[config.mk]
export PLATFORM = sky130hd
export DESIGN_NAME = combination
export DESIGN_NICKNAME = d
export VERILOG_FILES = /design/src/rtl/combination.sv
export SDC_FILE = /design/constraint.sdc
export NUM_CORES = 1
export LEC_CHECK = 0
export CORE_MARGIN = 5
export CORE_UTILIZATION = 54
export DETAILED_ROUTE_END_ITERATION = 12
export PLACE_DENSITY = 0.81
export SLEW_MARGIN = 20
export SYNTH_ARGS = -nofsm -noshare
export SYNTH_HDL_FRONTEND = slang
export SYNTH_SLANG_ARGS = --single-unit
[constraint.sdc]
create_clock -name clk -period 3.65 [get_ports clk]
set_clock_uncertainty 0.2 [all_clocks]
set_input_delay 0.73 -clock clk [delete_from_list [all_inputs] [get_ports clk]]
set_output_delay 0.73 -clock clk [all_outputs]
set_load 0.01 [all_outputs]
[src/rtl/combination.sv]
// combination: streaming (PATTERN){1,MAX_REP} run detector, one char per txn.
// Macro COMBINATION_LAST_CHAR_EN: a last=1 txn also consumes char first.
module combination #(
  parameter int                   PAT_LEN  = 2,
  parameter logic [8*PAT_LEN-1:0] PATTERN  = 16'h6162,
  parameter int                   MAX_REP  = 4,
  parameter int                   RST_FULL = 4
) (
  input  logic        clk,
  input  logic        reset,
  output logic        rdy,
  input  logic [7:0]  char,
  input  logic        last,
  output logic        match,
  output logic [31:0] startPos,
  output logic [31:0] endPos
);

  localparam int OW = $clog2(PAT_LEN + 1);
  localparam int RW = $clog2(MAX_REP + 1);
  localparam int CW = $clog2(RST_FULL + 1);

  localparam logic [1:0] S_IDLE = 2'd0;
  localparam logic [1:0] S_EVAL = 2'd1;
  localparam logic [1:0] S_DONE = 2'd2;

  localparam logic [OW-1:0] PL   = OW'(PAT_LEN);
  localparam logic [RW-1:0] MR   = RW'(MAX_REP);
  localparam logic [CW-1:0] RF   = CW'(RST_FULL);
  localparam logic [31:0]   PL32 = 32'(PAT_LEN);

  // FSM and transaction latch
  logic [1:0]    state_q, state_d;
  logic [7:0]    c_q, c_d;
  logic          last_q, last_d;

  // registered outputs
  logic          rdy_q, rdy_d;
  logic          match_q, match_d;
  logic [31:0]   sp_q, sp_d;
  logic [31:0]   ep_q, ep_d;

  // stream context, survives short resets
  logic [31:0]   pos_q, pos_d;
  logic [31:0]   rs_q, rs_d;
  logic [OW-1:0] off_q, off_d;
  logic [RW-1:0] rep_q, rep_d;

  // consecutive reset-high cycle counter
  logic [CW-1:0] cnt_q;
  logic [CW-1:0] cnt_inc;
  logic          full_clr;

  // evaluation results
  logic          do_data;
  logic          hit;
  logic [31:0]   hit_sp;
  logic [31:0]   hit_ep;
  logic [31:0]   n_pos;
  logic [31:0]   n_rs;
  logic [OW-1:0] n_off;
  logic [RW-1:0] n_rep;

  // pattern bytes, padded to a power of two so off_q indexes exactly
  logic [7:0] pat_b [2**OW];

  for (genvar i = 0; i < 2**OW; i++) begin : g_pat
    if (i < PAT_LEN) begin : g_used
      assign pat_b[i] = PATTERN[8*(PAT_LEN-1-i) +: 8];
    end else begin : g_pad
      assign pat_b[i] = 8'h00;
    end
  end

  // saturating count of reset-high cycles; reaching RF wipes context
  always_comb begin
    cnt_inc  = (cnt_q >= RF) ? RF : cnt_q + 1'b1;
    full_clr = (cnt_inc >= RF);
  end

  // one character step plus optional end-of-stream flush
  always_comb begin
    n_pos   = pos_q;
    n_rs    = rs_q;
    n_off   = off_q;
    n_rep   = rep_q;
    hit     = 1'b0;
    hit_sp  = '0;
    hit_ep  = '0;
`ifdef COMBINATION_LAST_CHAR_EN
    do_data = 1'b1;
`else
    do_data = !last_q;
`endif
    if (do_data) begin
      if (c_q == pat_b[off_q]) begin
        if (off_q == PL - 1'b1) begin
          n_off = '0;
          if (rep_q == '0) begin
            n_rs = pos_q - PL32 + 32'd1;
          end
          n_rep = rep_q + 1'b1;
          if (n_rep == MR) begin
            hit    = 1'b1;
            hit_sp = n_rs;
            hit_ep = pos_q;
            n_rep  = '0;
          end
        end else begin
          n_off = off_q + 1'b1;
        end
      end else begin
        // partial repetition is dropped: run ends before it
        if (rep_q != '0) begin
          hit    = 1'b1;
          hit_sp = rs_q;
          hit_ep = pos_q - 32'(off_q) - 32'd1;
        end
        n_rep = '0;
        n_off = (c_q == pat_b[0]) ? OW'(1) : '0;
      end
      n_pos = pos_q + 32'd1;
    end
    if (last_q) begin
      // at most one report; a data-step report wins over the flush
      if (!hit && n_rep != '0) begin
        hit    = 1'b1;
        hit_sp = n_rs;
        hit_ep = n_pos - 32'(n_off) - 32'd1;
      end
      n_pos = '0;
      n_rs  = '0;
      n_off = '0;
      n_rep = '0;
    end
  end

  // FSM next state: latch in IDLE, commit in EVAL, hold in DONE
  always_comb begin
    state_d = state_q;
    c_d     = c_q;
    last_d  = last_q;
    rdy_d   = rdy_q;
    match_d = match_q;
    sp_d    = sp_q;
    ep_d    = ep_q;
    pos_d   = pos_q;
    rs_d    = rs_q;
    off_d   = off_q;
    rep_d   = rep_q;
    case (state_q)
      S_IDLE: begin
        c_d     = char;
        last_d  = last;
        state_d = S_EVAL;
      end
      S_EVAL: begin
        pos_d   = n_pos;
        rs_d    = n_rs;
        off_d   = n_off;
        rep_d   = n_rep;
        rdy_d   = 1'b1;
        match_d = hit;
        sp_d    = hit_sp;
        ep_d    = hit_ep;
        state_d = S_DONE;
      end
      default: begin
      end
    endcase
  end

  // state update; reset aborts the txn, long reset also clears context
  always_ff @(posedge clk) begin
    if (reset) begin
      state_q <= S_IDLE;
      rdy_q   <= 1'b0;
      match_q <= 1'b0;
      sp_q    <= '0;
      ep_q    <= '0;
      cnt_q   <= cnt_inc;
      if (full_clr) begin
        pos_q <= '0;
        rs_q  <= '0;
        off_q <= '0;
        rep_q <= '0;
      end
    end else begin
      state_q <= state_d;
      c_q     <= c_d;
      last_q  <= last_d;
      rdy_q   <= rdy_d;
      match_q <= match_d;
      sp_q    <= sp_d;
      ep_q    <= ep_d;
      pos_q   <= pos_d;
      rs_q    <= rs_d;
      off_q   <= off_d;
      rep_q   <= rep_d;
      cnt_q   <= '0;
    end
  end

  assign rdy      = rdy_q;
  assign match    = match_q;
  assign startPos = sp_q;
  assign endPos   = ep_q;

endmodule

==> metrics.md, run 1 <==
| Metric | Value |
|---|---|
| Most used DFF post-synth | edfxtp_1 |
| Element type at the critical path end | flip-flop |
| Antenna Cells | 0 |
| Non-Filler Instances | 1532 |
| Setup slack, reg-to-reg | -0.35 ns |
| Grt ovf | 0 |
| Die Span Y | 143.9 µm |
| DIE WIDTH | 143.9 µm |
| Reg clk slew, reported paths | 0.07 ns |
| R2R cell count | 16 |
| Htree depth | 4 |
| Worst slew pin tran | 0.9815 ns |
| DP Area | 0.01120 mm² |
| 1st-iter DRT viols | 1163 |
| Post-Syn Instances | 1174 |
| Max cap viols | 0 |
| Largest net degree at the start of global routing | 90 |
| CTS tree | done |
| Core Footprint | 0.01778 mm² |
| Area Overhead vs Synth | 25.54% |
| Lkg Pwr | 4.284 nW |
| Hold Violations, Final | 0 |
| Critical path arrival | 4.11 ns |
| Reg2reg end | endPos[18] |
| Peak supply drop | 352.8 µV |
| IO buf count | 76 |
| Synthesized area | 0.009676 mm² |
| Clock root buffer | clkbuf_16 |
| Hold path depth | 1 |
| Placer Congestion | 0.9961 |
| Initial Utilization | 0.5442 |
| Ratio of cells with drive above 1 in the final layout | 0.1696 |
| DRC Markers | 0 |
| Pre-CTS WS | -0.4431 ns |
| CP required | 3.76 ns |
| Worst min path class | reg -> reg |
| Crit-path max FO | 5 |
| Crit path kind | reg -> reg |
| Most frequent cells after synthesis | 169 x nor2_1, 107 x nand2_1, 84 x nor3_1, 82 x clkbuf_1, 78 x edfxtp_1 |
| Period utilisation layout | 1.095 |
| Vias in the first global route | 9044 |
| Hold path start | cnt_q[2] |
| CP startpoint kind | flip-flop |
| Fillers | 1403 |
| Status | finished, violations left |
| Total power draw | 0.005066 W |
| Final ANT Viol Nets | 0 |
| Initial antenna violation count | 0 |
| EDFF count, synth | 78 |
| Total CTS buffers | 17 |
| Post-route setup TNS | -4.964 ns |
| Num ports | 77 |
| Die area | 0.02069 mm² |
| Placed Instances | 1488 |
| Power per cell area | 417.1 mW/mm² |
| Routed WL per cell | 20.37 µm |
| Total number of vias | 9933 |
| Avg Cell Area, Syn | 8.242 µm² |
| GRT Overall Usage | 0.2939 |
| Clock latency on the worst-skew pair | 0.44 ns |
| Worst slew margin | 0.3457 |
| CTS max path bufs | 2 |
| Mapped Nets | 1198 |
| RSZ-0062 raised after global routing | yes |
| Drt first pass iters | 6 |
| Post-Route WL | 31200 µm |
| Sequential area share after synthesis | 0.3890 |
| CTS sink cnt | 149 |
| FFs w/ async S/R, synth | 0 |
| Most common cell in the netlist | nor2_1 |
| Row cnt | 49 |
| Final WS setup | -0.3463 ns |
| First-pass GRT wire length | 48380 µm |
| Failing checks | setup timing |
| Hold EP | cnt_q[0] |
| Top-area cell type share of the netlist area | 0.2421 |
| Yosys reg bits | 149 |
| Dpl hpwl | 21620 µm |
| Slew Limit Fails | 0 |
| Endpoints failing setup | 23 |
| Synth top area cells | edfxtp_1 24%, dfxtp_1 15%, nor2_1 6.6%, xnor2_1 4.6%, nor3_1 4.3% |
| Final Instance Area | 0.01215 mm² |
| Final nets | 1314 |
| CTS Hold Bufs | 0 |
| Final min period | 3.996 ns |
| FMAX | 0.2502 GHz |
| Synth area leader | edfxtp_1 |
| YS warnings | 0 |
| Reg-to-Reg Start | c_q[0] |
| Vias per cell | 6.484 |
| Unique masters post-synth | 79 |
[power by group]
group          internal [W]  switching, W  total (W)  leakage, nW
registers           0.00196      0.000117    0.00208         1.33
clock network      0.000890      0.000793    0.00168        0.270
logic              0.000546      0.000763    0.00131         2.69
total               0.00339       0.00167    0.00507         4.28
[worst max-delay path, cell delays in order, from the launching register on]
cell and delay (ns):
edfxtp_1 0.45, or4b_4 0.54, a221o_1 0.38, nor2_2 0.14
a211oi_2 0.07, a21o_1 0.17, ha_2 0.20, inv_2 0.06
fa_2 0.20, nand4_1 0.23, buf_4 0.25, a211oi_4 0.24
buf_4 0.18, nand4_1 0.10, xor2_1 0.19, a2bb2oi_1 0.17
a211oi_1 0.09
[state kept, by name, indices dropped and copies added, names as in the netlist]
name      flops
rs_q         32
match         1
last_q        1
state_q       2
c_q           8
rep_q         3
off_q         2
endPos       32
cnt_q         3
startPos     32
pos_q        32
rdy           1
[how the worst max path moves through the flow]
stage | start | end | slack [ns]
after CTS | c_q[0] | endPos[20] | -0.23
after global placement | c_q[6] | endPos[14] | -0.28
after global routing | c_q[0] | endPos[18] | -0.43
after floorplan | c_q[6] | endPos[22] | -0.04
final | c_q[0] | endPos[18] | -0.35
after detailed placement | c_q[6] | endPos[18] | -0.44
[timing repair]
item | 4_1_cts | 5_1_grt
gates resized for setup | 21 | 43
setup buffers | 7 | 6
pin swaps | 24 | 34
endpoints found under the setup margin | 22 | 26
[through the flow]
step | utilization | hold slack [ns]
floorplan | - | 0.2122
global placement | 0.6302 | 0.2209
detailed placement | 0.6302 | 0.2296
CTS | 0.6695 | 0.2392
global route | 0.6832 | 0.2664
finish | 0.6832 | 0.2408
[placed cells by master, fill, tap and decap left out, types with 47 or more instances in the layout]
cell	instances
a21oi_1	65
buf_4	112
clkdlybuf4s50_1	75
dfxtp_1	71
edfxtp_1	78
nand2_1	106
nor2_1	167
nor3_1	78
o21ai_0	47
xnor2_1	49
[final cells by class]
type,instances,area (µm²),share of cell area
inverters,20,75.07,0.006180
clock buffers,18,429.2,0.03533
flip-flops and latches,149,3764,0.3098
multi-input cells,903,5738,0.4724
repair buffers,199,1738,0.1431
well taps,229,286.5,0.02359
clock inverters,14,116.4,0.009580
[logic make-up (layout without fill, tap and decap cells)]
kind of cell | Yosys count | in the layout | synth area share
mux | 7 | 7 | 0.007371
buf+inv | 122 | 251 | 0.05198
simple gates | 546 | 546 | 0.2824
compound gates | 259 | 259 | 0.1803
flops | 149 | 149 | 0.3890
xor+xnor | 78 | 78 | 0.07061
fa+ha+maj | 13 | 13 | 0.01836
[per-layer routing]
metal,GRT usage,share of wire,wire length [µm],up-vias
li1,-,-,-,4543
met1,0.4044,0.40,12600,4632
met2,0.4633,0.46,14300,648
met3,0.05824,0.10,3123,110
met4,0.1031,0.038,1176,0
met5,0,0,0,-
Note: power is estimated with default switching activity, not from simulation.
==> inputs of run 2 (changes only) <==
MAX_ROUTING_LAYER = met4   (was default)
==> run 2 against run 1 <==
  * The flow still finishes with violations (setup timing)
  * Via count decreased by 0.58%
  * Largest power group unchanged
  * Global-route usage increased by 1.0 points
  * Clock power increased by 8%
  * Worst hold slack improved by 0.0066 ns
  * Die area unchanged
  * Combinational power about the same
  * Final cell count increased by 0.39%
  * Sequential power about the same
==> metrics.md, run 2 (synthesis gave the netlist of run 1 again) <==
| Metric | Value |
|---|---|
| Status | finished, violations left |
| Failing checks | setup timing |
| Clock latency on the worst-skew pair | 0.44 ns (about the same) |
| Multi-input gate area | 0.005632 mm² (-1.9%) |
| Final hold slack | 0.2473 ns (+0.006553 ns) |
| IO buf count | 76 (unchanged) |
| Worst min path class | reg -> reg |
| FMAX | 0.2559 GHz (+2.3%) |
| Drt first pass iters | 7 (+1) |
| Peak supply drop | 343.3 µV (-2.7%) |
| Clock root buffer | clkbuf_16 |
| Worst slew margin | 0.3580 (+0.01232) |
| Commonest non-fill, non-tap cells in the layout | 168 x nor2_1, 120 x buf_4, 106 x nand2_1, 80 x nor3_1, 78 x edfxtp_1 |
| Die area | 0.02069 mm² (unchanged) |
| CTS sink cnt | 149 (unchanged) |
| Period utilisation layout | 1.071 (-0.02436) |
| Placer Congestion | 1.020 (+2.4%) |
| Vias in the first global route | 9063 (+0.21%) |
| Lkg Pwr | 4.276 nW (-0.19%) |
| Core Footprint | 0.01778 mm² (unchanged) |
| Worst path max stage delay | 0.55 ns (about the same) |
| Clk pwr share | 0.350 (+0.018) |
| Switching power share of the total | 0.3163 (-0.01400) |
| Total number of vias | 9875 (-0.58%) |
| Htree depth | 4 (unchanged) |
| Ratio of cells with drive above 1 in the final layout | 0.1642 (-0.005361) |
| Part of the power in registers | 0.401 (-0.009) |
| Power per cell area | 426.3 mW/mm² (+2.2%) |
| GRT Overall Usage | 0.3043 (+0.01038) |
| CP top delay family | simple AND/OR/NAND/NOR gates |
| Final WS setup | -0.2574 ns (+0.08893 ns) |
| DIE WIDTH | 143.9 µm (unchanged) |
| Largest net degree at the start of global routing | 70 (-22%) |
| Reg clk slew, reported paths | 0.07 ns (about the same) |
| Vias per cell | 6.421 (-0.97%) |
| Worst slew pin tran | 0.9630 ns (-0.01849 ns) |
| GR Layer Usage met3 | 0.06057 (+0.002329) |
| Switching pwr | 0.001637 W (-2.2%) |
| Final nets | 1320 (+0.46%) |
| Fillers | 1416 (+0.93%) |
| Gr busiest metal | met2 |
| Grt ovf | 0 (unchanged) |
| CP startpoint kind | flip-flop |
| CTS tree | done |
| Hold Violations, Final | 0 (unchanged) |
| Combinational share of power | 0.249 (-0.009) |
| Commonest non-fill, non-tap cell in the layout | nor2_1 |
| Slew Limit Fails | 0 (unchanged) |
| Utilization after layout | 0.6830 (about the same) |
| Area Overhead vs Synth | 25.50% (about the same) |
| Total CTS buffers | 17 (unchanged) |
| Max cap viols | 0 (unchanged) |
| Crit-path max FO | 4 (-1) |
| Buf/Inv on CP | 4 (+1) |
| Slowest stage cell, crit path | or4b_4 |
| Register Area | 0.003764 mm² (unchanged) |
| 1st-iter DRT viols | 1414 (+22%) |
| Pint | 0.003539 W (+4.3%) |
| DRC Markers | 0 (unchanged) |
| CTS max path bufs | 2 (unchanged) |
| Row cnt | 49 (unchanged) |
| Crit path kind | reg -> reg |
| Dpl hpwl | 21900 µm (+1.3%) |
| Endpoints failing setup | 14 (-39%) |
| Element type at the critical path end | flip-flop |
| Final min period | 3.907 ns (-0.08893 ns) |
| Antenna Cells | 0 (unchanged) |
| Critical path, cell by cell | or4b_4 -> a221o_1 -> nor2_2 -> a211oi_2 -> a21o_1 -> ha_2 -> inv_2 -> fa_2 -> nand4_1 -> buf_4 -> nor4_2 -> nand4_1 -> buf_6 -> buf_6 -> nor4_4 -> xor2_1 -> o22ai_1 |
| Met1 Use GR | 0.4068 (+0.002362) |
| Post-Route WL | 31380 µm (+0.59%) |
| Initial Utilization | 0.5442 (unchanged) |
| Critical path arrival | 4.01 ns (-0.10 ns) |
| Routed WL per cell | 20.41 µm (+0.19%) |
| Die Span Y | 143.9 µm (unchanged) |
| CP required | 3.75 ns (about the same) |
| Met2 Use GR | 0.4601 (-0.003185) |
| Final ANT Viol Nets | 0 (unchanged) |
| First-pass GRT wire length | 48400 µm (about the same) |
| Num ports | 77 (unchanged) |
| RSZ-0062 raised after global routing | yes |
| Initial antenna violation count | 0 (unchanged) |
-- run 2: area by class of cell --
cell class / instances / area share
clock buffers: 23 / 0.04379
clock inverters: 9 / 0.006491
inverters: 20 / 0.006182
multi-input cells: 903 / 0.4638
flip-flops and latches: 149 / 0.3099
well taps: 229 / 0.02360
repair buffers: 205 / 0.1462
-- run 2: stage by stage --
stage / TNS, ns / total power (W) / instances / worst slack, ns / area (µm²)
floorplan: -0.1117 / 0.002803 / 1174 / -0.04478 / 9707
global placement: -2.172 / 0.003288 / 1491 / -0.2789 / 11210
detailed placement: -3.877 / 0.003317 / 1491 / -0.3776 / 11210
CTS: -1.468 / 0.005122 / 1530 / -0.1790 / 11950
global route: -4.714 / 0.005377 / 1538 / -0.4055 / 12140
finish: -2.250 / 0.005176 / 1538 / -0.2574 / 12140
-- run 2: power groups by stage --
stage	clock, W	combinational (W)	sequential (W)
6_report	0.00181	0.00129	0.00208
5_1_grt	0.00189	0.00139	0.00210
4_1_cts	0.00181	0.00124	0.00207
3_5_place_dp	0	0.00121	0.00211
3_3_place_gp	0	0.00119	0.00210
2_1_floorplan	0	0.000685	0.00212
-- run 2: path summary, 6_finish.rpt --
check	endpoint	start	slack, ns	cells after the start
hold reg to reg	cnt_q[0]	cnt_q[2]	0.25	1
setup reg to reg	endPos[30]	c_q[5]	-0.26	17
setup / recovery	endPos[30]	c_q[5]	-0.26	17
hold / removal	cnt_q[0]	cnt_q[2]	0.25	1
-- run 2: routing by layer --
| layer | vias to the layer above | wire length (µm) |
|---|---|---|
| met4 | 0 | 916 |
| met2 | 629 | 14450 |
| li1 | 4559 | - |
| met3 | 69 | 3130 |
| met5 | - | 0 |
| met1 | 4618 | 12890 |
-- run 2: timing repair --
item                                    CTS  global route
cloned                                    0             1
pin swaps                                23            22
setup buffers                             7             7
hold buffers                              0             0
gates resized for setup                  15            28
endpoints found under the setup margin   22            23
==> inputs of run 3 (changes only) <==
CORE_UTILIZATION = 59   (was 54)
DONT_BUFFER_PORTS = 1   (was default)
==> run 3 against run 2 <==
  * The flow still finishes with violations (setup timing)
  * Fmax up 0.40%
  * First-iteration DRC count is 4.6% lower
  * Combinational power shrank 22%
  * Via count fell by 2.7%
  * Global-route usage rose by 0.58 points
  * Sequential power grew 2%
  * Routed wire length is 5.4% lower
  * Sequential cell count unchanged
  * Non-clock buffer count shrank 88
  * Sequential share of layout area increased by 3.0 points
  * Core utilization grew 0.99 points
  * Register-to-register slack improved by 0.02 ns
  * Highest routed layer unchanged
==> metrics.md, run 3 (synthesis gave the netlist of run 1 again) <==
| Metric | Value |
|---|---|
| Power per cell area | 438.0 mW/mm² (+2.8%) |
| Crit-path max FO | 4 (unchanged) |
| CTS max path bufs | 2 (unchanged) |
| Vias per cell | 6.688 (+4.2%) |
| Commonest non-fill, non-tap cells in the layout | 168 x nor2_1, 116 x buf_4, 107 x nand2_1, 83 x nor3_1, 78 x edfxtp_1 |
| Failing checks | setup timing |
| Status | finished, violations left |
| Die area | 0.01906 mm² (-7.9%) |
| Die Span Y | 138.1 µm (-4.0%) |
| Placer Congestion | 0.9743 (-4.5%) |
| Endpoints failing setup | 23 (+9) |
| Initial antenna violation count | 0 (unchanged) |
| Most frequent CP cell | buf_4 |
| Reg clk slew, reported paths | 0.07 ns (about the same) |
| Core Footprint | 0.01600 mm² (-10%) |
| Worst path max stage delay | 0.55 ns (about the same) |
| Total CTS buffers | 17 (unchanged) |
| Area Overhead vs Synth | 14.59% |
| Final hold slack | 0.1771 ns (-0.07020 ns) |
| Critical path, cell by cell | or4b_4 -> a221o_1 -> buf_4 -> a211oi_2 -> a21o_1 -> ha_2 -> inv_2 -> fa_2 -> nand4_1 -> buf_4 -> a211oi_4 -> buf_4 -> mux2_4 -> a21oi_2 -> a311oi_2 -> a211oi_2 |
| Fillers | 1284 (-9.3%) |
| Slowest stage cell, crit path | or4b_4 |
| CTS tree | done |
| Critical path arrival | 4.05 ns (+0.04 ns) |
| Row cnt | 46 (-6.1%) |
| Grt ovf | 0 (unchanged) |
| Initial Utilization | 0.6047 (+0.06051) |
| IO buf count | 0 (-100%) |
| DIE WIDTH | 138.1 µm (-4.0%) |
| Placed Instances | 1399 (-6.2%) |
| Crit path kind | reg -> reg |
| Routed WL per cell | 20.66 µm (+1.3%) |
| Clock root buffer | clkbuf_16 |
| Final nets | 1232 (-6.7%) |
| First-pass GRT wire length | 47330 µm (-2.2%) |
| Worst min path class | in -> reg |
| Commonest non-fill, non-tap cell in the layout | nor2_1 |
| Post-Route WL | 29690 µm (-5.4%) |
| Num ports | 77 (unchanged) |
| Dpl hpwl | 21200 µm (-3.2%) |
| DRC Markers | 0 (unchanged) |
| Worst slew margin | 0.5161 (+0.1582) |
| CTS sink cnt | 149 (unchanged) |
| Slew Limit Fails | 0 (unchanged) |
| Total number of vias | 9611 (-2.7%) |
| Final ANT Viol Nets | 0 (unchanged) |
| Max cap viols | 0 (unchanged) |
| Worst slew pin tran | 0.7243 ns (-0.2388 ns) |
| Final min period | 3.892 ns (-0.01564 ns) |
| CP required | 3.81 ns (+0.06 ns) |
| Largest net degree at the start of global routing | 77 (+10%) |
| Non-Filler Instances | 1437 (-6.6%) |
| CP startpoint kind | flip-flop |
| Final WS setup | -0.2417 ns (+0.01564 ns) |
| Lkg Pwr | 3.897 nW (-8.9%) |
| 1st-iter DRT viols | 1349 (-4.6%) |
| Clock latency on the worst-skew pair | 0.44 ns (about the same) |
| Element type at the critical path end | flip-flop |
| GRT Overall Usage | 0.3101 (+0.005833) |
| Ratio of cells with drive above 1 in the final layout | 0.1540 (-0.01028) |
| Antenna Cells | 0 (unchanged) |
| RSZ-0062 raised after global routing | yes |
| FMAX | 0.2570 GHz (+0.40%) |
| Hold Violations, Final | 0 (unchanged) |
| Htree depth | 4 (unchanged) |
| Drt first pass iters | 6 (-1) |
| Vias in the first global route | 8816 (-2.7%) |
| Period utilisation layout | 1.066 (-0.004286) |
| Peak supply drop | 327.7 µV (-4.5%) |
run 3: final timing paths:
kind             from         end  slack, ns  cells past startpoint
max            c_q[6]  endPos[10]      -0.24                     16
min             reset   endPos[2]       0.18                      1
max reg2reg    c_q[6]  endPos[10]      -0.24                     16
min reg2reg  cnt_q[2]    cnt_q[0]       0.24                      1
run 3: metrics by stage:
step	cell area, µm²	total power, W	setup TNS [ns]	setup WS (ns)	utilization
5_1_grt	11090	0.005056	-7.087	-0.3894	0.6929
6_report	11090	0.004856	-3.397	-0.2417	0.6929
3_3_place_gp	10420	0.003103	-1.004	-0.1453	0.6514
4_1_cts	11050	0.004837	-2.283	-0.1706	0.6905
3_5_place_dp	10420	0.003137	-2.727	-0.2965	0.6514
2_1_floorplan	9707	0.002803	-0.1117	-0.04478	-
run 3: power breakdown:
group | switching, W | internal, W | total, W
Sequential | 0.000173 | 0.00196 | 0.00213
Clock | 0.000746 | 0.000966 | 0.00171
Combinational | 0.000639 | 0.000375 | 0.00101
Total | 0.00156 | 0.00330 | 0.00486
run 3: what timing repair did:
item / CTS / global route
setup endpoints to repair: 24 / 27
endpoints found under the hold margin: 0 / 0
pin swaps: 12 / 5
hold buffers: 0 / 0
cloned: 0 / 0
resized for setup: 8 / 4
setup buffers: 3 / 3
run 3: cell type report:
class / instances / area (µm²) / share of cell area
Multi-Input combinational cell: 903 / 5520 / 0.4979
Sequential cell: 149 / 3764 / 0.3395
Timing Repair Buffer: 117 / 890.9 / 0.08035
Clock buffer: 19 / 442.9 / 0.03995
Tap cell: 216 / 270.3 / 0.02438
Clock inverter: 13 / 123.9 / 0.01117
Inverter: 20 / 75.07 / 0.006771
run 3: worst max-delay path, delay by kind of cell (launching register included):
family / cells / cell delay, ns
AO/OA/AOI/OAI: 7 / 1.12
adder cells (fa/ha/maj): 2 / 0.54
buffers and inverters: 4 / 0.54
flip-flops: 1 / 0.40
multiplexers: 1 / 0.30
AND/OR/NAND/NOR: 2 / 0.72
run 3: per-layer routing:
| layer | wire [µm] | up-vias | GRT usage |
|---|---|---|---|
| met5 | 0 | - | - |
| met4 | 1158 | 0 | 0.1305 |
| met3 | 3332 | 103 | 0.06448 |
| met2 | 13400 | 605 | 0.4653 |
| met1 | 11800 | 4520 | 0.4097 |
| li1 | - | 4383 | - |
